**src/rtl/timing_scheduler.sv**
```systemverilog
// Pixel-rate prescaler, timing-counter enables, shader start/deadline control and program-load window.
// Optional: define TIMING_SCHEDULER_FRAME_CNT_EN to add the frame_count output (width FRAME_CNT_WIDTH).
module timing_scheduler #(
  parameter int CYCLES_PER_PIXEL = 4
`ifdef TIMING_SCHEDULER_FRAME_CNT_EN
  ,
  parameter int FRAME_CNT_WIDTH  = 8
`endif
) (
  input  logic       clk,
  input  logic       reset_n,
  input  logic       run,
  input  logic       fast,
  input  logic       h_next,
  input  logic       v_next,
  input  logic       h_blank,
  input  logic       v_blank,
  output logic       h_enable,
  output logic       v_enable,
  output logic       inc_1_or_4,
  output logic       shader_start,
  input  logic       shader_done,
  output logic       pixel_strobe,
  output logic       underrun,
  input  logic       underrun_clr,
  input  logic       load_req,
  output logic       load_grant,
  input  logic       load_done,
  output logic [1:0] state
`ifdef TIMING_SCHEDULER_FRAME_CNT_EN
  ,
  output logic [FRAME_CNT_WIDTH-1:0] frame_count
`endif
);

  typedef enum logic [1:0] {
    IDLE = 2'b00,
    SYNC = 2'b01,
    RUN  = 2'b10,
    LOAD = 2'b11
  } state_e;

  localparam int PW = (CYCLES_PER_PIXEL > 1) ? $clog2(CYCLES_PER_PIXEL) : 1;
  localparam logic [PW-1:0] PHASE_LAST = PW'(CYCLES_PER_PIXEL - 1);

  state_e        state_q, state_d;
  logic [PW-1:0] phase_q, phase_d;
  logic          busy_q, busy_d;
  logic          fast_q, fast_d;
  logic          underrun_q, underrun_d;

  logic tick, frame_end, active, deadline, miss;

  assign tick       = (state_q != IDLE) && (phase_q == PHASE_LAST);
  assign frame_end  = tick && h_next && v_next;
  assign active     = !h_blank && !v_blank;
  // The deadline for a pixel is its own tick: done must have arrived strictly before it.
  assign deadline   = (state_q == RUN) && tick && active;
  assign miss       = deadline && busy_q;

  assign h_enable     = tick;
  assign v_enable     = tick && h_next;
  assign inc_1_or_4   = fast_q;
  assign shader_start = (state_q == RUN) && (phase_q == '0) && active;
  assign pixel_strobe = deadline && !busy_q;
  assign underrun     = underrun_q;
  assign load_grant   = (state_q == LOAD);
  assign state        = state_q;

  // NOTE: every always_comb assigns its outputs a default first, so no path can infer a latch.
  always_comb begin
    state_d = state_q;
    case (state_q)
      IDLE: if (run) state_d = SYNC;
      SYNC: if (frame_end) state_d = run ? RUN : IDLE;
      RUN: begin
        if (frame_end) begin
          if (!run)          state_d = IDLE;
          else if (load_req) state_d = LOAD;
        end
      end
      LOAD: if (load_done) state_d = run ? SYNC : IDLE;
      default: state_d = IDLE;
    endcase
  end

  always_comb begin
    phase_d = '0;
    if (state_q != IDLE) phase_d = (phase_q == PHASE_LAST) ? '0 : phase_q + PW'(1);

    busy_d = busy_q;
    if (shader_done || miss) busy_d = 1'b0;
    if (shader_start)        busy_d = 1'b1;
    if (state_q == RUN && state_d == LOAD) busy_d = 1'b0;

    // A new miss outranks a simultaneous clear so no underrun is ever lost.
    underrun_d = underrun_q;
    if (underrun_clr) underrun_d = 1'b0;
    if (miss)         underrun_d = 1'b1;

    fast_d = frame_end ? fast : fast_q;
  end

  // NOTE: sequential state uses non-blocking assignments so every flop samples pre-edge values.
  always_ff @(posedge clk or negedge reset_n) begin
    if (!reset_n) begin
      state_q    <= IDLE;
      phase_q    <= '0;
      busy_q     <= 1'b0;
      fast_q     <= 1'b0;
      underrun_q <= 1'b0;
    end else begin
      state_q    <= state_d;
      phase_q    <= phase_d;
      busy_q     <= busy_d;
      fast_q     <= fast_d;
      underrun_q <= underrun_d;
    end
  end

`ifdef TIMING_SCHEDULER_FRAME_CNT_EN
  logic [FRAME_CNT_WIDTH-1:0] frame_count_q, frame_count_d;

  always_comb begin
    frame_count_d = frame_count_q;
    if (frame_end && state_q == RUN) frame_count_d = frame_count_q + FRAME_CNT_WIDTH'(1);
  end

  always_ff @(posedge clk or negedge reset_n) begin
    if (!reset_n) frame_count_q <= '0;
    else          frame_count_q <= frame_count_d;
  end

  assign frame_count = frame_count_q;
`endif

endmodule

```
**config.mk**
```make
export PLATFORM = sky130hd
export DESIGN_NAME = timing_scheduler
export DESIGN_NICKNAME = d
export VERILOG_FILES = /design/src/rtl/timing_scheduler.sv
export SDC_FILE = /design/constraint.sdc
export NUM_CORES = 1
export LEC_CHECK = 0
export BUFFER_PORTS_ARGS = -buffer_cell sky130_fd_sc_hd__buf_4
export CAP_MARGIN = 40
export CORE_AREA = 3 3 40 42
export DETAILED_ROUTE_END_ITERATION = 12
export DIE_AREA = 0 0 43 45
export SYNTH_ARGS = -nofsm -noshare
export SYNTH_HDL_FRONTEND = slang
export SYNTH_SLANG_ARGS = --single-unit
```
**constraint.sdc**
```tcl
create_clock -name clk -period 4.6 [get_ports clk]
set_clock_uncertainty 0.15 [all_clocks]
set_input_delay 0.23 -clock clk [delete_from_list [all_inputs] [get_ports clk]]
set_output_delay 0.23 -clock clk [all_outputs]
set_load 0.005 [all_outputs]
```
**Word level (Yosys, flattened, before mapping)**

Cells that the tools add are included.

- Add/sub/neg operators: 1
- Equality and inequality tests: 5
- Bitwise operators: 0
- Reduce and logical (&&, ||, !) cells: 20
- Shifts and indexed selects: 0
- $lt $le $gt $ge: 0
- Multiply operators: 0
- Divide/modulo/power cells: 0
- Mux-type cells: 16

Operator list:

| kind | count |
|---|---|
| $mux W2 | 9 |
| $logic_and A1 B1 Y1 | 11 |
| $eq A2 B2 Y1 const B | 4 |
| $pmux W2 S4 | 1 |
| $mux W1 | 6 |
| $logic_not A2 Y1 | 2 |
| $reduce_bool A2 Y1 | 2 |
| $logic_not A1 Y1 | 3 |
| $reduce_bool A3 Y1 | 1 |
| $add A2 B1 Y2 const B | 1 |
| $eq A2 B1 Y1 const B | 1 |
| $logic_or A1 B1 Y1 | 1 |

- Logic and storage cells: 47
- Memories: 0
- Input bits: 12
- Latch bits: 0
- RAM bits: 0
- Memory bits (read-only): 0
- Register bits after elaboration: 7

**Depth between registers and ports, before layout**

Gate-level depths: netlist (run 1).

- Word-level depth: 9
- Mapped depth: 5
- Depth with buffers taken out: 4

**Least setup slack after synthesis (run 1)**

Ideal clock, no wire load.

- Kind: register to register
- Start point: reg phase_q[0]
- End point: reg fast_q, in the netlist inc_1_or_4
- Stages on the path, launching flop included: 6
- Required time: 4.325 ns
- Library setup time: 0.125 ns
- Arrival: 1.179 ns
- Period minus slack after synthesis: 1.454 ns
- Path buffers: 1
- Slack: 3.146 ns
- Cell sequence: dfrtp_1 -> ha_1 -> buf_2 -> nand3_1 -> nor2_1 -> mux2_2

- Longest elaborated chain between the ends: 4

RTL lines:

| item | line | source |
|---|---|---|
| start, declared | 47 | `logic [PW-1:0] phase_q, phase_d;` |
| start signal, assigned | 114 | `phase_q <= phase_d;` |
| $eq A2 B2 Y1 | 54 | `assign tick = (state_q != IDLE) && (phase_q == PHASE_LAST);` |
| $logic_and A1 B1 Y1 | 54 |  |
| $logic_and A1 B1 Y1 (2 in a row) | 55 | `assign frame_end = tick && h_next && v_next;` |
| end signal, assigned | 116 | `fast_q <= fast_d;` |
| end, declared | 49 | `logic fast_q, fast_d;` |

No other way between the ends.
A chain may end at the register's enable or synchronous reset.

**Worst setup path in the final report (run 1)**

- Start point: reg state_q[0], in the netlist state[0]
- End point: out shader_start

- Longest elaborated chain between the ends: 3

RTL lines:

| item | line | source |
|---|---|---|
| start, declared | 46 | `state_e state_q, state_d;` |
| start signal, assigned | 113 | `state_q <= state_d;` |
| $eq A2 B2 Y1 | 64 | `assign shader_start = (state_q == RUN) && (phase_q == '0) && active;` |
| $logic_and A1 B1 Y1 (2 in a row) | 64 |  |
| end, declared | 21 | `output logic shader_start,` |

No other way between the ends.

==> results of run 1 <==
[worst reg2reg max path, stage by stage, from the launching register on]
cell and delay (ns):
dfrtp_1 0.36, ha_1 0.32, nand3_1 0.17, nor2_1 0.15
mux2_2 0.34
[per-layer routing]
metal	track usage, %	up-vias
met4	7.23	0
met5	0	-
met3	4.38	2
met2	19.2	15
met1	12.6	183
li1	-	200
[power by group]
part | total, mW | switching (mW) | internal [mW]
sequential | 0.100 | 0.0194 | 0.0809
clock | 0.0541 | 0.0211 | 0.0330
combinational | 0.103 | 0.0450 | 0.0578
total | 0.257 | 0.0854 | 0.172
[final cells by class]
class	instances	area (um^2)
Fill cell	132	661
Multi-Input combinational cell	33	233
Sequential cell	7	175
Timing Repair Buffer	21	160
Clock buffer	4	26.3
Tap cell	15	18.8
Inverter	3	11.3
[worst max-delay path by stage]
stage               slack (ns)  cells past startpoint           end
floorplan                 3.15                      5    inc_1_or_4
global placement          3.04                      4    inc_1_or_4
detailed placement        3.00                      4    inc_1_or_4
CTS                       2.79                      4  pixel_strobe
global route              2.69                      4  pixel_strobe
finish                    2.81                      3  shader_start
[through the flow]
step | instance area (um^2) | setup slack (ns)
2_1_floorplan | 424 | 3.15
3_3_place_gp | 588 | 3.04
3_5_place_dp | 588 | 3.00
4_1_cts | 624 | 2.79
5_1_grt | 624 | 2.69
6_report | 624 | 2.81
[registers in the layout (all words and copies together), names as in the netlist]
register and cells:
inc_1_or_4 1, busy_q 1, state 2, underrun 1, phase_q 2
[synth_stat cells]
library cell | n | share of area, %
nor3_1 | 2 | 2.4
nand4_1 | 1 | 1.5
nor3b_1 | 1 | 1.8
o2bb2ai_1 | 1 | 2.1
nand2b_1 | 1 | 1.5
nor2_1 | 6 | 5.3
a2bb2oi_2 | 1 | 3.5
inv_1 | 3 | 2.7
dfrtp_1 | 7 | 41
ha_1 | 2 | 5.9
nand3_1 | 3 | 3.5
or2b_1 | 1 | 1.8
o21ai_0 | 1 | 1.2
buf_2 | 1 | 1.2
nor2b_1 | 2 | 2.9
mux2_2 | 1 | 2.7
nand2_1 | 3 | 2.7
a21oi_1 | 2 | 2.4
and2_2 | 1 | 1.8
a41oi_1 | 1 | 2.1
mux2i_1 | 1 | 2.4
nor4b_4 | 1 | 5.6
and2_4 | 1 | 2.1
[cells by family (layout without fill, tap and decap cells)]
| family | count (synthesis) | count (layout) | share of synthesized area [%] |
|---|---|---|---|
| buf+inv | 4 | 28 | 3.83 |
| flops | 7 | 7 | 41.3 |
| fa+ha+maj | 2 | 2 | 5.90 |
| compound gates | 6 | 6 | 11.2 |
| simple gates | 23 | 23 | 32.7 |
| mux | 2 | 2 | 5.01 |
==> impl_metrics.toml, run 1 <==
[outcome]
outcome = "completed"

[drt]
drtPass1Iterations = 4
routed-wl-met3_um = 64
wl_um = 1010
routed.top_layer = "met4"
num_vias = 400
drtAntennaViolNets = 0
wl_met1_um = 436
met2_length_um = 499
viasPerCell = 4.82
wl_per_cell_um = 12.1
drt_iter0_drc = 11
drc = 0

[clock_network]
clk_latency_ns = 0.25
cts_buffers = 3
clockBufferDepth = 2
post_cts_buffers = 0
cts_root_buffer = "clkbuf_4"
postCtsHoldBufs = 1
cts-htree-levels = 1
cts_sinks = 7
cts_tree = "built"
cts_resized = 0
clkTransAtPathRegs_ns = 0.05

[setup_path]
critPathCaptureType = "output pin"
crit_arrival_ns = 1.41
path_buf_inv = 1
cpMaxStageDelayCell = "dfrtp_1"
cp.required_ns = 4.22
r2r_cells = 4
r2r-start = "phase_q[0]"
r2r_setup_slack_ns = 3.00
crit_chain = "nor4b_4 > and2_4 > buf_4"
path_class = "reg -> out"
crit_path_start_kind = "register"
critPathTopFamily = "simple AND/OR/NAND/NOR gates"
r2r-end = "inc_1_or_4"
crit_start = "state[0]"
critical-path-max-stage-delay_ns = 0.47
cp_max_fo = 8

[floorplan]
io_pins = 21
core-area_um2 = 1280
num_rows = 13
start_util_pct = 33.0
die-area_um2 = 1940
die_h_um = 45
fp.dieW_um = 43

[cells_and_area]
final_cell_mix = "buf_4 (20), dfrtp_1 (7), nor2_1 (6)"
fin_cells = 83
layout-drive-gt1-share_pct = 41.2
final_common_cell = "buf_4"
diodes = 0
area_growth_syn_to_layout_pct = 47.2
fin_nets = 83
post-route-util_pct = 48.6

[power_and_ir_drop]
p_leak_nw = 0.298
p_per_area_nw_per_um2 = 412
total_power_uw = 257
max-vdd-ir-drop_mv = 0.274

[sta]
hold_ws_ns = 0.0517
drv_slew = 0
setup-tns-final_ns = 0
finalHoldViolations = 0
maxSlewHeadroom_pct = 80.5
fin_crit_sh_pct = 38.9
fmax_mhz = 559
rsz0062_at_grt = "false"
period_minus_slack_ns = 1.79
tightestPinTransition_ns = 0.292
finalSetupViolations = 0

[logic_synthesis]
ys_ff_latch = 7
netlist_area_um2 = 424
synth_cell_types = 23
synth_fp_nets = 58
synth_cells = 44
avgSynthCellArea_um2 = 9.64
yosysWarnings = 0
ys_seq_area_share_pct = 41.3

[worst_hold_path]
min_to = "underrun"
holdPathStages = 2
hp-start = "underrun_clr"
hold_path_class = "in -> reg"

[global_routing]
antenna_found_initial = 0
grt_pass1_wl_um = 1640
grt_max_degree = 10
grt.total_usage_pct = 11.6
grt-ovfl-total = 0
grt_pass1_vias = 395

[placement]
port_buffers = 20
dp.cells = 78
dpl.hpwl_um = 814
gp_congestion = 0.825

[run]
maxCapViolations = 0
Note: power is estimated with default switching activity, not from simulation.
==> run 2, diff against run 1 <==
clock period = 1.5 ns   (was 4.6 ns; I/O delays follow)
==> run 2 against run 1 <==
Net effect: the flow now finishes with violations (setup timing); largest cell class is now buffers; highest routed layer unchanged; power grew to 3.7 times the previous value; combinational power grew to 4.8 times the previous value; design area is 26% higher; sequential power increased to 3.0 times the previous value; cell count rose by 18%; register-to-register slack worse by 3.0 ns; critical path depth did not move; sequential share of layout area shrank 5.4 points; utilization rose by 13 points; flip-flop and latch count stayed put.
==> impl_metrics.toml, run 2 (same netlist as run 1, synthesis figures left out) <==
[cells_and_area]
fin_nets = 98
fin_cells = 98
area_growth_syn_to_layout_pct = 85.3
final_common_cell = "buf_4"
post-route-util_pct = 61.1
design_area_um2 = 786
diodes = 0
final_cell_mix = "buf_4 (28), dfrtp_1 (5), dlygate4sd3_1 (5)"
layout-drive-gt1-share_pct = 56.6

[clock_network]
clockBufferDepth = 2
cts_root_buffer = "clkbuf_4"
clkTransAtPathRegs_ns = 0.05
clk_latency_ns = 0.25
cts_buffers = 3
cts_sinks = 7
cts_tree = "built"
cts-htree-levels = 1

[sta]
timing.final.ws_setup_ns = -0.0121
finalHoldViolations = 0
tightestPinTransition_ns = 0.293
finalSetupViolations = 3
period_minus_slack_ns = 1.51
fin_crit_sh_pct = 101
drv_slew = 0
fmax_mhz = 661
maxSlewHeadroom_pct = 80.4
hold_ws_ns = 0.0218
rsz0062_at_grt = "true"

[global_routing]
grt-ovfl-total = 0
grt_pass1_vias = 405
grt_pass1_wl_um = 1670
antenna_found_initial = 0
grt_max_degree = 9
grt.total_usage_pct = 12.2

[drt]
num_vias = 471
wl_met1_um = 494
wl_per_cell_um = 12.2
drtAntennaViolNets = 0
drtPass1Iterations = 2
met2_length_um = 591
drc = 0
viasPerCell = 4.81
routed-wl-met3_um = 80
wl_um = 1190
drt_iter0_drc = 7
routed.top_layer = "met4"

[setup_path]
critPathCaptureType = "output pin"
cp_max_fo = 5
crit_arrival_ns = 1.29
critical-path-max-stage-delay_ns = 0.44
cp.required_ns = 1.27
crit_chain = "nor4b_4 > and2_4 > buf_6"
crit_path_start_kind = "register"
r2r_setup_slack_ns = 0
cpMaxStageDelayCell = "dfrtp_2"
path_class = "reg -> out"

[placement]
port_buffers = 20
dp.cells = 80
dpl.hpwl_um = 779
gp_congestion = 0.827
dpl_cell_area_um2 = 603

[power_and_ir_drop]
p_int_uw = 641
p_sw_uw = 319
max-vdd-ir-drop_mv = 0.726
p_leak_nw = 0.372
p_seq_share_pct = 31.1
p_per_area_nw_per_um2 = 1220
pwr-share-clk_pct = 17.9
p_comb_share_pct = 51.0
total_power_uw = 961
swShare_pct = 33.2

[worst_hold_path]
hold_path_class = "in -> async"

[floorplan]
die-area_um2 = 1940
start_util_pct = 33.0
io_pins = 21
die_h_um = 45
num_rows = 13
fp.dieW_um = 43
core-area_um2 = 1280

[outcome]
outcome = "finished, violations left"
failed_checks = "setup timing"

[run]
maxCapViolations = 0
[run 2: changes by cell type in the layout (fill, tap and decap cells not counted)]
cell           change
nor2_2             +2
ha_1               -1
buf_4              +8
nor2_4             +1
buf_6              +3
a41oi_1            -1
dfrtp_1            -2
a41oi_2            +1
nor2_1             -3
dlygate4sd3_1      +4
ha_2               +1
dfrtp_2            +2
nand2_1            -1
nand2_2            +1
[run 2: layer usage]
| layer | track usage, % | up-vias |
|---|---|---|
| met3 | 5.98 | 5 |
| met4 | 5.42 | 0 |
| met5 | 0 | - |
| li1 | - | 234 |
| met1 | 13.3 | 219 |
| met2 | 20.4 | 13 |
[run 2: what timing repair did]
item / in CTS / in global routing
resized for setup: 5 / 7
setup endpoints to repair: 4 / 4
setup buffers: 4 / 5
endpoints found under the hold margin: 10 / 0
pin swaps: 3 / 3
hold buffers: 5 / 0
[run 2: final cells by class]
type | instances | area, um^2
fill | 116 | 499
timing repair buffer | 36 | 294
multi-input combinational | 33 | 258
sequential | 7 | 178
clock buffer | 4 | 26.3
tap | 15 | 18.8
inverter | 3 | 11.3
[run 2: power by group through the flow]
stage                     logic, mW  clock network [mW]  registers [mW]
after global placement        0.339                   0           0.313
after global routing          0.537               0.191           0.310
after detailed placement      0.340                   0           0.313
final                         0.490               0.172           0.299
after CTS                     0.409               0.181           0.307
after floorplan               0.170                   0           0.303
[run 2: final timing paths]
path / from / to / depth (start not counted)
worst max-delay path: state[0] / shader_start / 3
worst min-delay path: reset_n / underrun / 2
worst max register to register: state[0] / state[0] / 5
worst min register to register: inc_1_or_4 / inc_1_or_4 / 1
max in group asynchronous: reset_n / state[0] / 2
min in group clk: shader_done / busy_q / 4
[run 2: critical path: cells and delay by family (launching register included)]
| kind | cells | cell delay, ns |
|---|---|---|
| buffers and inverters | 1 | 0.09 |
| flip-flops | 1 | 0.44 |
| AND/OR/NAND/NOR | 2 | 0.51 |
[run 2: through the flow]
stage,setup WS [ns],TNS [ns]
4_1_cts,-0.0174,-0.0252
6_report,-0.0121,-0.0200
2_1_floorplan,0.0464,0
5_1_grt,-0.126,-0.341
3_3_place_gp,0.122,0
3_5_place_dp,0.111,0
